<file path="src/rtl/y86_pkg.sv">
// rtl/y86_pkg.sv - Y86-64 fetch constants: icodes, status codes, fetch states
package y86_pkg;

  localparam logic [3:0] I_HALT   = 4'h0;
  localparam logic [3:0] I_NOP    = 4'h1;
  localparam logic [3:0] I_RRMOVQ = 4'h2;
  localparam logic [3:0] I_IRMOVQ = 4'h3;
  localparam logic [3:0] I_RMMOVQ = 4'h4;
  localparam logic [3:0] I_MRMOVQ = 4'h5;
  localparam logic [3:0] I_OPQ    = 4'h6;
  localparam logic [3:0] I_JXX    = 4'h7;
  localparam logic [3:0] I_CALL   = 4'h8;
  localparam logic [3:0] I_RET    = 4'h9;
  localparam logic [3:0] I_PUSHQ  = 4'hA;
  localparam logic [3:0] I_POPQ   = 4'hB;

  localparam logic [2:0] S_AOK = 3'd1;
  localparam logic [2:0] S_HLT = 3'd2;
  localparam logic [2:0] S_ADR = 3'd3;
  localparam logic [2:0] S_INS = 3'd4;

  localparam logic [3:0] REG_NONE = 4'hF;

  typedef enum logic [2:0] {
    F_B0,
    F_B1,
    F_C,
    OUT,
    WAIT_PC,
    HALTED
  } fetch_state_t;

  // Instruction length in bytes: opcode byte, optional register byte, optional 8-byte constant.
  function automatic logic [3:0] instr_len(input logic need_regids, input logic need_valc);
    instr_len = 4'd1 + {3'd0, need_regids} + (need_valc ? 4'd8 : 4'd0);
  endfunction

endpackage

</file>
<file path="src/rtl/pc_fetch_if.sv">
// rtl/pc_fetch_if.sv - fetch-stage bundle: instruction memory port, decode output, next-PC input
interface pc_fetch_if;
  import y86_pkg::*;

  logic        mem_req;
  logic [63:0] mem_addr;
  logic        mem_ack;
  logic [7:0]  mem_rdata;
  logic        mem_err;

  logic        out_valid;
  logic        out_ready;
  logic [3:0]  icode;
  logic [3:0]  ifun;
  logic [3:0]  ra;
  logic [3:0]  rb;
  logic [63:0] valc;
  logic [63:0] valp;
  logic [2:0]  stat;

  logic        pc_load;
  logic [63:0] pc_next;
  logic [63:0] pc;

  modport master (
    output mem_req, mem_addr,
    input  mem_ack, mem_rdata, mem_err,
    output out_valid, icode, ifun, ra, rb, valc, valp, stat,
    input  out_ready,
    input  pc_load, pc_next,
    output pc
  );

  modport slave (
    input  mem_req, mem_addr,
    output mem_ack, mem_rdata, mem_err,
    input  out_valid, icode, ifun, ra, rb, valc, valp, stat,
    output out_ready,
    output pc_load, pc_next,
    input  pc
  );

endinterface

</file>
<file path="src/rtl/pc_fetch_instr_len_decode.sv">
// rtl/pc_fetch_instr_len_decode.sv - icode to instruction-shape decode
module instr_len_decode
  import y86_pkg::*;
(
  input  logic [3:0] icode,
  output logic       need_regids,
  output logic       need_valc,
  output logic       instr_valid
);

  always_comb begin
    need_regids = 1'b0;
    need_valc   = 1'b0;
    instr_valid = 1'b1;
    case (icode)
      I_HALT, I_NOP, I_RET: ;
      I_RRMOVQ, I_OPQ, I_PUSHQ, I_POPQ: need_regids = 1'b1;
      I_JXX, I_CALL: need_valc = 1'b1;
      I_IRMOVQ, I_RMMOVQ, I_MRMOVQ: begin
        need_regids = 1'b1;
        need_valc   = 1'b1;
      end
      default: instr_valid = 1'b0;
    endcase
  end

endmodule

</file>
<file path="src/rtl/pc_fetch.sv">
// rtl/pc_fetch.sv - Y86-64 fetch: byte-serial instruction read, field assembly, next-PC handoff
module pc_fetch
  import y86_pkg::*;
#(
  parameter logic [63:0] RESET_PC = 64'h0
) (
  input  logic          clk,
  input  logic          rst_n,
  pc_fetch_if.master    bus
);

  fetch_state_t state, state_n;
  logic [63:0]  pc_q;
  logic [2:0]   cnt;
  logic         req_q;
  logic [3:0]   icode_q, ifun_q, ra_q, rb_q;
  logic [63:0]  valc_q, valp_q;
  logic [2:0]   stat_q;

  logic         xfer;
  logic         fetch_n;
  logic [3:0]   dec_icode;
  logic         need_regids, need_valc, instr_valid;
  logic [3:0]   offset;

  // The opcode byte is decoded straight off the bus; later bytes use the captured icode.
  assign dec_icode = (state == F_B0) ? bus.mem_rdata[7:4] : icode_q;

  instr_len_decode u_dec (
    .icode       (dec_icode),
    .need_regids (need_regids),
    .need_valc   (need_valc),
    .instr_valid (instr_valid)
  );

  assign xfer = req_q && bus.mem_ack;

  always_comb begin
    state_n = state;
    case (state)
      F_B0: if (xfer) begin
        if (bus.mem_err || !instr_valid) state_n = OUT;
        else if (need_regids)            state_n = F_B1;
        else if (need_valc)              state_n = F_C;
        else                             state_n = OUT;
      end
      F_B1: if (xfer) begin
        if (bus.mem_err)    state_n = OUT;
        else if (need_valc) state_n = F_C;
        else                state_n = OUT;
      end
      F_C: if (xfer) begin
        if (bus.mem_err || cnt == 3'd7) state_n = OUT;
      end
      OUT: if (bus.out_ready) begin
        state_n = (stat_q == S_AOK) ? WAIT_PC : HALTED;
      end
      WAIT_PC: if (bus.pc_load) state_n = F_B0;
      default: state_n = state;
    endcase
  end

  assign fetch_n = (state_n == F_B0) || (state_n == F_B1) || (state_n == F_C);

  always_comb begin
    offset = 4'd0;
    case (state)
      F_B1:    offset = 4'd1;
      F_C:     offset = (need_regids ? 4'd2 : 4'd1) + {1'b0, cnt};
      default: offset = 4'd0;
    endcase
  end

  // Request is registered so it is low throughout reset and rises one cycle after release.
  always_ff @(posedge clk or negedge rst_n) begin
    if (!rst_n) begin
      state   <= F_B0;
      req_q   <= 1'b0;
      pc_q    <= RESET_PC;
      cnt     <= 3'd0;
      icode_q <= 4'h0;
      ifun_q  <= 4'h0;
      ra_q    <= REG_NONE;
      rb_q    <= REG_NONE;
      valc_q  <= 64'd0;
      valp_q  <= 64'd0;
      stat_q  <= S_AOK;
    end else begin
      state <= state_n;
      req_q <= fetch_n;
      case (state)
        F_B0: if (xfer) begin
          cnt <= 3'd0;
          if (bus.mem_err) begin
            stat_q <= S_ADR;
          end else begin
            icode_q <= bus.mem_rdata[7:4];
            ifun_q  <= bus.mem_rdata[3:0];
            if (!instr_valid) begin
              stat_q <= S_INS;
            end else begin
              valp_q <= pc_q + 64'(instr_len(need_regids, need_valc));
              if (bus.mem_rdata[7:4] == I_HALT) stat_q <= S_HLT;
            end
          end
        end
        F_B1: if (xfer) begin
          if (bus.mem_err) begin
            stat_q <= S_ADR;
          end else begin
            ra_q <= bus.mem_rdata[7:4];
            rb_q <= bus.mem_rdata[3:0];
          end
        end
        F_C: if (xfer) begin
          if (bus.mem_err) begin
            stat_q <= S_ADR;
          end else begin
            valc_q[{cnt, 3'b000} +: 8] <= bus.mem_rdata;
            cnt <= cnt + 3'd1;
          end
        end
        WAIT_PC: if (bus.pc_load) begin
          pc_q    <= bus.pc_next;
          icode_q <= 4'h0;
          ifun_q  <= 4'h0;
          ra_q    <= REG_NONE;
          rb_q    <= REG_NONE;
          valc_q  <= 64'd0;
          valp_q  <= 64'd0;
          stat_q  <= S_AOK;
        end
        default: ;
      endcase
    end
  end

  assign bus.mem_req   = req_q;
  assign bus.mem_addr  = pc_q + {60'd0, offset};
  assign bus.out_valid = (state == OUT);
  assign bus.icode     = icode_q;
  assign bus.ifun      = ifun_q;
  assign bus.ra        = ra_q;
  assign bus.rb        = rb_q;
  assign bus.valc      = valc_q;
  assign bus.valp      = valp_q;
  assign bus.stat      = stat_q;
  assign bus.pc        = pc_q;

endmodule

</file>
<file path="src/flat_wrapper.sv">
// flat-port wrapper written by rule: the top's interface ports become plain ports
module pc_fetch_flat import y86_pkg::*;
#(
  parameter logic [63:0] RESET_PC = 64'h0
)
  (clk, rst_n, bus_mem_req, bus_mem_addr, bus_mem_ack, bus_mem_rdata, bus_mem_err, bus_out_valid, bus_icode, bus_ifun, bus_ra, bus_rb, bus_valc, bus_valp, bus_stat, bus_out_ready, bus_pc_load, bus_pc_next, bus_pc);
  pc_fetch_if bus_i ();
  input  logic clk;
  input  logic rst_n;
  output wire logic [$bits(bus_i.mem_req)-1:0] bus_mem_req;
  output wire logic [$bits(bus_i.mem_addr)-1:0] bus_mem_addr;
  input wire logic [$bits(bus_i.mem_ack)-1:0] bus_mem_ack;
  input wire logic [$bits(bus_i.mem_rdata)-1:0] bus_mem_rdata;
  input wire logic [$bits(bus_i.mem_err)-1:0] bus_mem_err;
  output wire logic [$bits(bus_i.out_valid)-1:0] bus_out_valid;
  output wire logic [$bits(bus_i.icode)-1:0] bus_icode;
  output wire logic [$bits(bus_i.ifun)-1:0] bus_ifun;
  output wire logic [$bits(bus_i.ra)-1:0] bus_ra;
  output wire logic [$bits(bus_i.rb)-1:0] bus_rb;
  output wire logic [$bits(bus_i.valc)-1:0] bus_valc;
  output wire logic [$bits(bus_i.valp)-1:0] bus_valp;
  output wire logic [$bits(bus_i.stat)-1:0] bus_stat;
  input wire logic [$bits(bus_i.out_ready)-1:0] bus_out_ready;
  input wire logic [$bits(bus_i.pc_load)-1:0] bus_pc_load;
  input wire logic [$bits(bus_i.pc_next)-1:0] bus_pc_next;
  output wire logic [$bits(bus_i.pc)-1:0] bus_pc;
  assign bus_mem_req = bus_i.mem_req;
  assign bus_mem_addr = bus_i.mem_addr;
  assign bus_i.mem_ack = bus_mem_ack;
  assign bus_i.mem_rdata = bus_mem_rdata;
  assign bus_i.mem_err = bus_mem_err;
  assign bus_out_valid = bus_i.out_valid;
  assign bus_icode = bus_i.icode;
  assign bus_ifun = bus_i.ifun;
  assign bus_ra = bus_i.ra;
  assign bus_rb = bus_i.rb;
  assign bus_valc = bus_i.valc;
  assign bus_valp = bus_i.valp;
  assign bus_stat = bus_i.stat;
  assign bus_i.out_ready = bus_out_ready;
  assign bus_i.pc_load = bus_pc_load;
  assign bus_i.pc_next = bus_pc_next;
  assign bus_pc = bus_i.pc;
  pc_fetch #(.RESET_PC(RESET_PC)) u_core (.clk(clk), .rst_n(rst_n), .bus(bus_i));
endmodule
</file>
<file path="config.mk">
export PLATFORM = sky130hd
export DESIGN_NAME = pc_fetch_flat
export DESIGN_NICKNAME = d
export VERILOG_FILES = /design/src/rtl/y86_pkg.sv /design/src/rtl/pc_fetch_if.sv /design/src/rtl/pc_fetch_instr_len_decode.sv /design/src/rtl/pc_fetch.sv /design/src/flat_wrapper.sv
export SDC_FILE = /design/constraint.sdc
export NUM_CORES = 1
export LEC_CHECK = 0
export BUFFER_PORTS_ARGS = -buffer_cell sky130_fd_sc_hd__buf_2
export CAP_MARGIN = 20
export CORE_ASPECT_RATIO = 0.75
export CORE_MARGIN = 8
export CORE_UTILIZATION = 53
export DETAILED_ROUTE_END_ITERATION = 10
export GPL_ROUTABILITY_DRIVEN = 0
export GPL_TIMING_DRIVEN = 0
export PLACE_DENSITY_LB_ADDON = 0.1
export RECOVER_POWER = 50
export SYNTH_ARGS = -nofsm -noshare
export SYNTH_HDL_FRONTEND = slang
export SYNTH_SLANG_ARGS = --single-unit
</file>
<file path="constraint.sdc">
create_clock -name clk -period 4.7 [get_ports clk]
set_input_delay 0.235 -clock clk [delete_from_list [all_inputs] [get_ports clk]]
set_output_delay 0.235 -clock clk [all_outputs]
set_load 0.005 [all_outputs]
</file>
## Yosys cells after proc, flatten, opt, wreduce, memory -nomap -nowiden

Cells that the tools add are included.

| operators by class | value |
|---|---|
| muxes and demuxes | 50 |
| equal/unequal tests | 30 |
| reductions and logical operators | 26 |
| shift-type cells | 2 |
| add/subtract/negate cells | 7 |

Operators with widths:

| cell | count |
|---|---|
| 64-bit two-way mux | 6 |
| 64-bit case mux with 2 select lines | 2 |
| 64-bit by 4-bit adder with 64-bit output | 2 |
| 64-bit bitwise mux | 1 |
| 8-bit by 8-bit variable shift with 64-bit output (first input constant) | 1 |
| 8-bit by 8-bit variable part select with 64-bit output | 1 |
| 3-bit two-way mux | 19 |
| 4-bit case mux with 2 select lines | 5 |
| 4-bit two-way mux | 8 |
| 4-bit by 3-bit equality test with 1-bit output (second input constant) | 4 |
| 4-bit equality test (second input constant) | 4 |
| 4-bit AND reduction | 4 |
| 3-bit case mux with 5 select lines | 1 |
| 2-bit by 1-bit != test with 1-bit output (second input constant) | 6 |
| 12-bit OR reduction | 1 |
| 3-bit by 1-bit equality test with 1-bit output (second input constant) | 3 |
| 3-bit by 2-bit equality test with 1-bit output (second input constant) | 3 |
| 3-bit case mux with 3 select lines | 1 |
| 4-bit by 2-bit equality test with 1-bit output (second input constant) | 2 |
| 4-bit logical NOT | 2 |
| 2-bit != test (second input constant) | 4 |
| 6-bit negator with 8-bit output | 1 |
| 2-bit nonzero test | 4 |
| 7-bit OR reduction | 1 |
| 20 further kinds | 29 |

| word-level totals | value |
|---|---|
| output and inout port bits | 277 |
| bits of input ports | 78 |
| flip-flop bits (word level) | 218 |
| word-level logic and storage cells | 126 |

## Depth between registers and ports, before layout

Gate-level depths: netlist of run 1.

| logic depth | value |
|---|---|
| depth in word-level cells | 13 |
| gate-level depth with buffers | 19 |
| mapped depth without buffers | 17 |

## By module

From an unflattened synthesis of run 1, not the netlist that was laid out.

| second synthesis, totals | value |
|---|---|
| cells, all modules | 1300 |
| area total of the unflattened synthesis | 11531.1 um2 |

By module, submodules not included:

| module | cells an instance | area each (um2) | instances | seq. area each (um2) |
|---|---|---|---|---|
| pc_fetch | 1292 | 11481.0 | 1 | 5466.5 |
| instr_len_decode | 8 | 50.0 | 1 | 0.0 |

## Worst setup path before layout of run 1

OpenSTA, ideal clock, no wires.

| timing | value |
|---|---|
| path type | register to output |
| from | reg u_core.state[2] |
| to | out bus_mem_addr[59] |
| buffers on the path | 1 |
| data arrival time | 3790 ps |
| setup slack | 675 ps |
| cell stages (with the launch flop) | 17 |
| data required time | 4465 ps |
| cells stage by stage | dfrtp_1 -> clkbuf_1 -> nor3_2 -> o21ai_0 -> o22ai_1 -> inv_1 -> ha_1 -> inv_1 -> fa_1 -> nor2_1 -> ha_1 -> a211oi_1 -> o21bai_1 -> nand2_1 -> or3_1 -> nor2_1 -> xor2_1 |

| between the ends | value |
|---|---|
| cells in the longest elaborated chain, start to end | 9 |
| elaborated cells between the ends (all ways) | 17 |
| those cells by class | add/sub: 2; eq/ne: 9; mux: 4; reduce/logical: 2 |

Ends and longest elaborated chain:

| element | RTL line | source |
|---|---|---|
| start: declaration | pc_fetch.sv:12 | `fetch_state_t state, state_n;` |
| start signal: assignment | pc_fetch.sv:89 | `state <= state_n;` |
| 3-bit logical NOT | pc_fetch.sv:27 | `assign dec_icode = (state == F_B0) ? bus.mem_rdata[7:4] : icode_q;` |
| 4-bit two-way mux | pc_fetch.sv:27 |  |
| 4-bit by 2-bit equality test with 1-bit output, or another cell as far along | pc_fetch_instr_len_decode.sv:15 | `case (icode)` |
| 7-bit OR reduction (no line) | -- |  |
| 1-bit two-way mux | pc_fetch_instr_len_decode.sv:15 |  |
| 2-bit two-way mux | pc_fetch.sv:69 | `F_C: offset = (need_regids ? 4'd2 : 4'd1) + {1'b0, cnt};` |
| 4-bit by 3-bit adder with 4-bit output | pc_fetch.sv:69 |  |
| 4-bit case mux with 2 select lines * | pc_fetch.sv:67 | `case (state)` |
| 64-bit by 4-bit adder with 64-bit output * | pc_fetch.sv:139 | `assign bus.mem_addr = pc_q + {60'd0, offset};` |
| end: declaration | flat_wrapper.sv:11 | `output wire logic [$bits(bus_i.mem_addr)-1:0] bus_mem_addr;` |

Every way passes the cells marked *; elsewhere a longest branch is shown, timed or not.

## Worst setup path after layout of run 1

| timing | value |
|---|---|
| from | reg u_core.state[2] |
| to | out bus_mem_addr[50] |

The elaborated chain is that of the path after synthesis.

==> flow_metrics.env, run 1 <==
export IMPL_drc=0
export IMPL_finalCritPeriodShare_pct=96.5
export IMPL_use_met1_pct=43.5
export IMPL_cp_max_fo=10
export IMPL_vias=11989
export IMPL_synth_cell_type_count=66
export IMPL_failed_checks="max-capacitance violations, max-slew violations"
export IMPL_grt_pass1_vias=11598
export IMPL_numClockSinks=218
export IMPL_numPortBuffers=353
export IMPL_final_nets=1898
export IMPL_tightest_slew_ps=2750
export IMPL_drt_iter0_drc=1153
export IMPL_setup_viol=0
export IMPL_leakage_nw=7.28
export IMPL_track_usage_pct=31.0
export IMPL_avgViaCountPerCell=5.68
export IMPL_power_mw=8.91
export IMPL_critical_path_class="flop to output pin"
export IMPL_clkSlewWorstSetupHoldPaths_ps=60
export IMPL_dpl_hpwl_mm=33.0
export IMPL_use_met2_pct=45.7
export IMPL_synthArstFlopShare_pct=100
export IMPL_synth_enable_flop_cells=0
export IMPL_fin_skew_ps=9.90
export IMPL_grt_pass1_wl_mm=68.3
export IMPL_ys_seq_area_share_pct=45.5
export IMPL_placed_cells=1992
export IMPL_worstPathRequired_ps=4470
export IMPL_post_route_min_period_ps=4540
export IMPL_fmax_ghz=0.220
export IMPL_wl_per_cell_um=21.1
export IMPL_die_width_um=190
export IMPL_rr_startpoint="u_core.state[2]"
export IMPL_initial_core_util_pct=54.2
export IMPL_clk_path_buf_depth=3
export IMPL_insertion_delay_ps=520
export IMPL_finalSetupTns_ps=0
export IMPL_cts_inserted_buffers=23
export IMPL_tritoncts="built"
export IMPL_h_tree_depth=1
export IMPL_critPathCaptureType="output pin"
export IMPL_setup_worst_path_start_class="flop"
export IMPL_rsz0062_at_grt="no"
export IMPL_peakVddDrop_mv=0.391
export IMPL_arrival_ps=4300
export IMPL_fin_hold_ws_ps=50.1
export IMPL_hp_start="bus_mem_rdata[2]"
export IMPL_cp_startpoint="u_core.state[2]"
export IMPL_power_density_nw_per_um2=571
export IMPL_die_y_um=146
export IMPL_final_cell_mix="nand2_1, clkbuf_1, dfrtp_1, buf_2, nor2_1"
export IMPL_drtPass1Iterations=6
export IMPL_coreArea_um2=22200
export IMPL_row_count=47
export IMPL_busiest_layer="met2"
export IMPL_synth_nets=1441
export IMPL_hold_class="input pin to flop"
export IMPL_drive_above_1_share_pct=19.8
export IMPL_synth_top_flop_cell="dfrtp_1"
export IMPL_cap_violations=1
export IMPL_yosys_warnings=0
export IMPL_diodes=0
export IMPL_wl_mm=44.6
export IMPL_antenna_found_initial=1
export IMPL_grt_max_degree=113
export IMPL_use_met3_pct=8.23
export IMPL_dieArea_um2=27800
export IMPL_area_growth_pct=29.9
export IMPL_fin_cells=2111
export IMPL_synthCells=1344
export IMPL_detail_route_antenna_nets=0
export IMPL_slew_headroom_pct=-83.4
export IMPL_ioPinCount=355
export IMPL_outcome="finished with violations"
export IMPL_hold_viol_final=0
export IMPL_root_buffer="clkbuf_16"
export IMPL_netlist_area_um2=12000
export IMPL_overflow=0
export IMPL_synth_area_per_cell_um2=8.94
export IMPL_synth_seq_cells=218
export IMPL_drv_slew=107
export IMPL_layout_commonest_cell="nand2_1"
==> path summary, 6_finish.rpt <==
kind	end	slack (ps)	cells past startpoint
max in group asynchronous	u_core.state[2]	1820	2
worst max-delay path	bus_mem_addr[50]	160	17
min in group asynchronous	u_core.bus.pc[10]	1080	2
worst min-delay path	u_core.bus.valc[58]	50	3
worst max register to register	u_core.bus.valp[38]	1140	14
worst min register to register	u_core.bus.valp[54]	480	2
==> Yosys cell counts (all sizes together), types with 6 or more instances <==
cell type | number | area, µm²
a22o | 26 | 228
xnor2 | 70 | 613
ha | 16 | 200
mux2i | 26 | 260
nand3 | 52 | 273
nand2b | 7 | 43.8
xor2 | 56 | 490
a31oi | 16 | 100
dfrtp | 209 | 5230
nor4 | 19 | 204
and2 | 6 | 37.5
buf | 39 | 220
inv | 46 | 173
nand2 | 337 | 1260
clkbuf | 61 | 243
and3 | 12 | 75.1
dfstp | 9 | 236
o21ai | 84 | 454
o31ai | 8 | 60.1
nand4 | 43 | 324
mux2 | 19 | 214
nor2 | 85 | 322
a21oi | 16 | 98.9
nor3 | 31 | 170
==> stage by stage <==
stage	setup WS, ps	area (µm²)	util, %
after floorplan	675	12000	-
after global placement	-681	14100	63.8
after detailed placement	-797	14200	64.0
after CTS	11.6	15700	70.7
after global routing	12.8	15600	70.4
final	165	15600	70.4
==> critical path: stages (launching register included) <==
cell and delay [ps]:
dfrtp_2 480, nor3_4 220, o21ai_0 140, o22ai_2 240, inv_2 100, ha_1 200, inv_1 70, fa_1 450
nor2_4 140, fa_2 240, a21o_1 160, a21o_1 230, and3_4 240, buf_6 190, nand2_4 100, nor2_4 160
xor2_2 240, buf_2 160
==> sequential cells by signal (all words and copies together) (netlist names) <==
name,flops
u_core.bus.icode,4
u_core.bus.ifun,4
u_core.bus.mem_req,1
u_core.bus.pc,64
u_core.bus.ra,4
u_core.bus.rb,4
u_core.bus.stat,3
u_core.bus.valc,64
u_core.bus.valp,64
u_core.cnt,3
u_core.state,3
==> area by class of cell <==
type	instances	area, µm²
fill	1877	6570
multi-input combinational	980	6070
sequential	218	5470
timing repair buffer	434	2340
clock buffer	35	681
buffer	98	462
tap	294	368
inverter	46	173
clock inverter	6	36.3
==> routing by layer <==
| layer | vias up | routed length [µm] | share of wire (%) |
|---|---|---|---|
| met5 | - | 13 | 0.029 |
| met4 | 2 | 1630 | 3.7 |
| met3 | 106 | 4410 | 9.9 |
| met2 | 622 | 19400 | 43 |
| met1 | 5839 | 19100 | 43 |
| li1 | 5420 | - | - |
==> repair_timing <==
action / CTS / global route
hold buffers: 65 / 0
hold endpoints to repair: 161 / 0
buffers inserted: 7 / 8
pin swaps: 5 / 8
gates resized for setup: 24 / 19
endpoints found under the setup margin: 61 / 19
==> kinds of logic (layout without fill, tap and decap cells) <==
group | after synthesis | count (layout) | share of synthesized area, %
AND/OR/NAND/NOR | 620 | 620 | 24.7
buffers and inverters | 146 | 619 | 5.29
XOR/XNOR | 126 | 126 | 9.19
adder cells (fa/ha/maj) | 19 | 19 | 2.17
AO/OA/AOI/OAI | 170 | 170 | 9.21
multiplexers | 45 | 45 | 3.95
flip-flops | 218 | 218 | 45.5
==> power by group <==
part           total [mW]  switching [mW]  internal, mW
Sequential           2.98           0.493          2.49
Clock                1.77           0.772         0.998
Combinational        4.16            2.55          1.61
No activity file was read; power rests on OpenSTA's default activity.
==> run 2: changes to the inputs <==
--- a/config.mk
+++ b/config.mk
@@ -8,7 +8,6 @@
 export BUFFER_PORTS_ARGS = -buffer_cell sky130_fd_sc_hd__buf_2
 export CAP_MARGIN = 20
 export CORE_ASPECT_RATIO = 0.75
-export CORE_MARGIN = 8
 export CORE_UTILIZATION = 53
 export DETAILED_ROUTE_END_ITERATION = 10
 export GPL_ROUTABILITY_DRIVEN = 0
==> run 2 against run 1 <==
The run still ends with max-capacitance violations, max-slew violations left. Largest power group unchanged. Largest cell class unchanged. Hold slack barely moved. Utilization rose by 0.17 points. First-iteration DRC count shrank 4.9%. Total power is 0.37% higher.
==> flow_metrics.env, run 2 (synthesized netlist as in run 1, its figures left out) <==
export IMPL_die_width_um=176
export IMPL_clk_path_buf_depth=3
export IMPL_multi_input_area_um2=6030
export IMPL_grt_pass1_vias=11339
export IMPL_fmax_ghz=0.220
export IMPL_cap_violations=1
export IMPL_cp_max_fo=13
export IMPL_outcome="finished with violations"
export IMPL_worstPathRequired_ps=4470
export IMPL_critPathCaptureType="output pin"
export IMPL_setup_worst_path_start_class="flop"
export IMPL_slew_headroom_pct=-106
export IMPL_clkSlewWorstSetupHoldPaths_ps=60
export IMPL_finalSetupTns_ps=0
export IMPL_power_density_nw_per_um2=572
export IMPL_area_growth_pct=30.2
export IMPL_drt_iter0_drc=1096
export IMPL_crit_path_end="bus_mem_addr[53]"
export IMPL_coreArea_um2=22200
export IMPL_arrival_ps=4310
export IMPL_finalCritPeriodShare_pct=96.7
export IMPL_ioPinCount=355
export IMPL_die_y_um=132
export IMPL_h_tree_depth=1
export IMPL_grt_max_degree=90
export IMPL_crit_path_cell_trace="nor3_4 > buf_6 > o22ai_2 > inv_2 > ha_1 > inv_1 > fa_1 > xor2_1 > nor2_1 > ha_1 > o21ai_0 > o21bai_2 > and2_4 > nand2_2 > nor2_1 > xor2_1 > buf_2"
export IMPL_critical_path_class="flop to output pin"
export IMPL_peakVddDrop_mv=0.345
export IMPL_numClockSinks=218
export IMPL_leakage_nw=7.48
export IMPL_drv_slew=56
export IMPL_nFillCells=1825
export IMPL_crit_path_max_incr_delay_ps=510
export IMPL_setup_viol=0
export IMPL_detail_route_antenna_nets=0
export IMPL_hold_class="input pin to flop"
export IMPL_final_core_util_pct=70.5
export IMPL_layout_commonest_cell="nand2_1"
export IMPL_critPathBufInv=4
export IMPL_seqCellArea_um2=5470
export IMPL_insertion_delay_ps=520
export IMPL_cts_inserted_buffers=24
export IMPL_initial_core_util_pct=54.2
export IMPL_overflow=0
export IMPL_cp_top_family="simple AND/OR/NAND/NOR gates"
export IMPL_dpl_hpwl_mm=30.5
export IMPL_r2r_end="u_core.bus.valp[38]"
export IMPL_drc=0
export IMPL_tritoncts="built"
export IMPL_fin_skew_ps=16.0
export IMPL_wl_per_cell_um=19.7
export IMPL_failed_checks="max-capacitance violations, max-slew violations"
export IMPL_final_nets=1892
export IMPL_slowest_stage="dfrtp_2"
export IMPL_track_usage_pct=35.3
export IMPL_wl_mm=41.6
export IMPL_vias=11911
export IMPL_grt_pass1_wl_mm=63.4
export IMPL_power_mw=8.94
export IMPL_root_buffer="clkbuf_16"
export IMPL_tightest_slew_ps=3080
export IMPL_row_count=47
export IMPL_rr_startpoint="u_core.state[1]"
export IMPL_hold_viol_final=0
export IMPL_drive_above_1_share_pct=22.8
export IMPL_avgViaCountPerCell=5.66
export IMPL_cp_depth=17
export IMPL_antenna_found_initial=2
export IMPL_cp_startpoint="u_core.state[1]"
export IMPL_r2r_slack_ps=1040
export IMPL_r2r_cells=15
export IMPL_post_route_min_period_ps=4540
export IMPL_dieArea_um2=23300
export IMPL_final_cell_mix="nand2_1, buf_2, dfrtp_1, clkbuf_1, nor2_1"
export IMPL_drtPass1Iterations=7
export IMPL_numPortBuffers=353
## run 2: cell count changes in the layout (fill, tap and decap cells not counted), sizes merged
cell / delta
clkbuf: -58
buf: +52
bufinv: +2
clkinvlp: -1
diode: +1
inv: -1
## run 2: how the worst min path moves through the flow
stage,startpoint,endpoint,slack (ps),cells past startpoint
finish,bus_mem_rdata[0],u_core.bus.valc[40],50,3
CTS,bus_mem_rdata[0],u_core.bus.valc[48],30,3
global route,bus_mem_rdata[0],u_core.bus.valc[48],50,3
floorplan,rst_n,u_core.bus.icode[0],-60,0
detailed placement,rst_n,u_core.bus.valc[40],180,1
global placement,bus_pc_next[33],u_core.bus.pc[33],420,3
## run 2: per-layer routing
metal	vias to the layer above	routed length (µm)	global-route usage, %
met5	-	13	0
met4	2	1220	11.3
met3	86	4170	8.82
met2	606	17900	51.4
met1	5809	18300	51.6
li1	5408	-	-
## run 2: where the power goes
part           leakage [nW]  internal (mW)  switching, mW
clock                 0.383           1.13          0.760
sequential             2.83           2.49          0.495
combinational          4.27           1.62           2.44
total                  7.48           5.24           3.70
## run 2: through the flow
| stage | cells | area [µm²] | hold WS [ps] | worst slack, ps |
|---|---|---|---|---|
| global placement | 1991 | 14100 | 425 | -586 |
| global route | 2106 | 15600 | 46.4 | -19.2 |
| detailed placement | 1993 | 14200 | 180 | -547 |
| CTS | 2100 | 15700 | 33.4 | 2.56 |
| finish | 2106 | 15600 | 50.5 | 157 |
| floorplan | 1344 | 12000 | -60.6 | 675 |
## run 2: repair_timing
item                       in CTS  in global routing
pin swaps                       3                  6
hold buffers                   65                  0
resized for setup              18                 19
setup endpoints to repair      60                 32
hold endpoints to repair      119                  0
setup buffers                   2                  5
## run 2: worst min-delay path, delay by kind of cell
family	cells	cell delay [ps]
multiplexers	1	50
AND/OR/NAND/NOR	1	70
buffers and inverters	1	160
## run 2: final cells by class
cell class,instances,share of cell area [%]
antenna,1,0.0160
multi-input combinational,980,38.5
buffer,98,2.95
sequential,218,35.0
tap,294,2.35
inverter,46,1.10
clock buffer,36,4.46
clock inverter,6,0.512
timing repair buffer,427,15.1
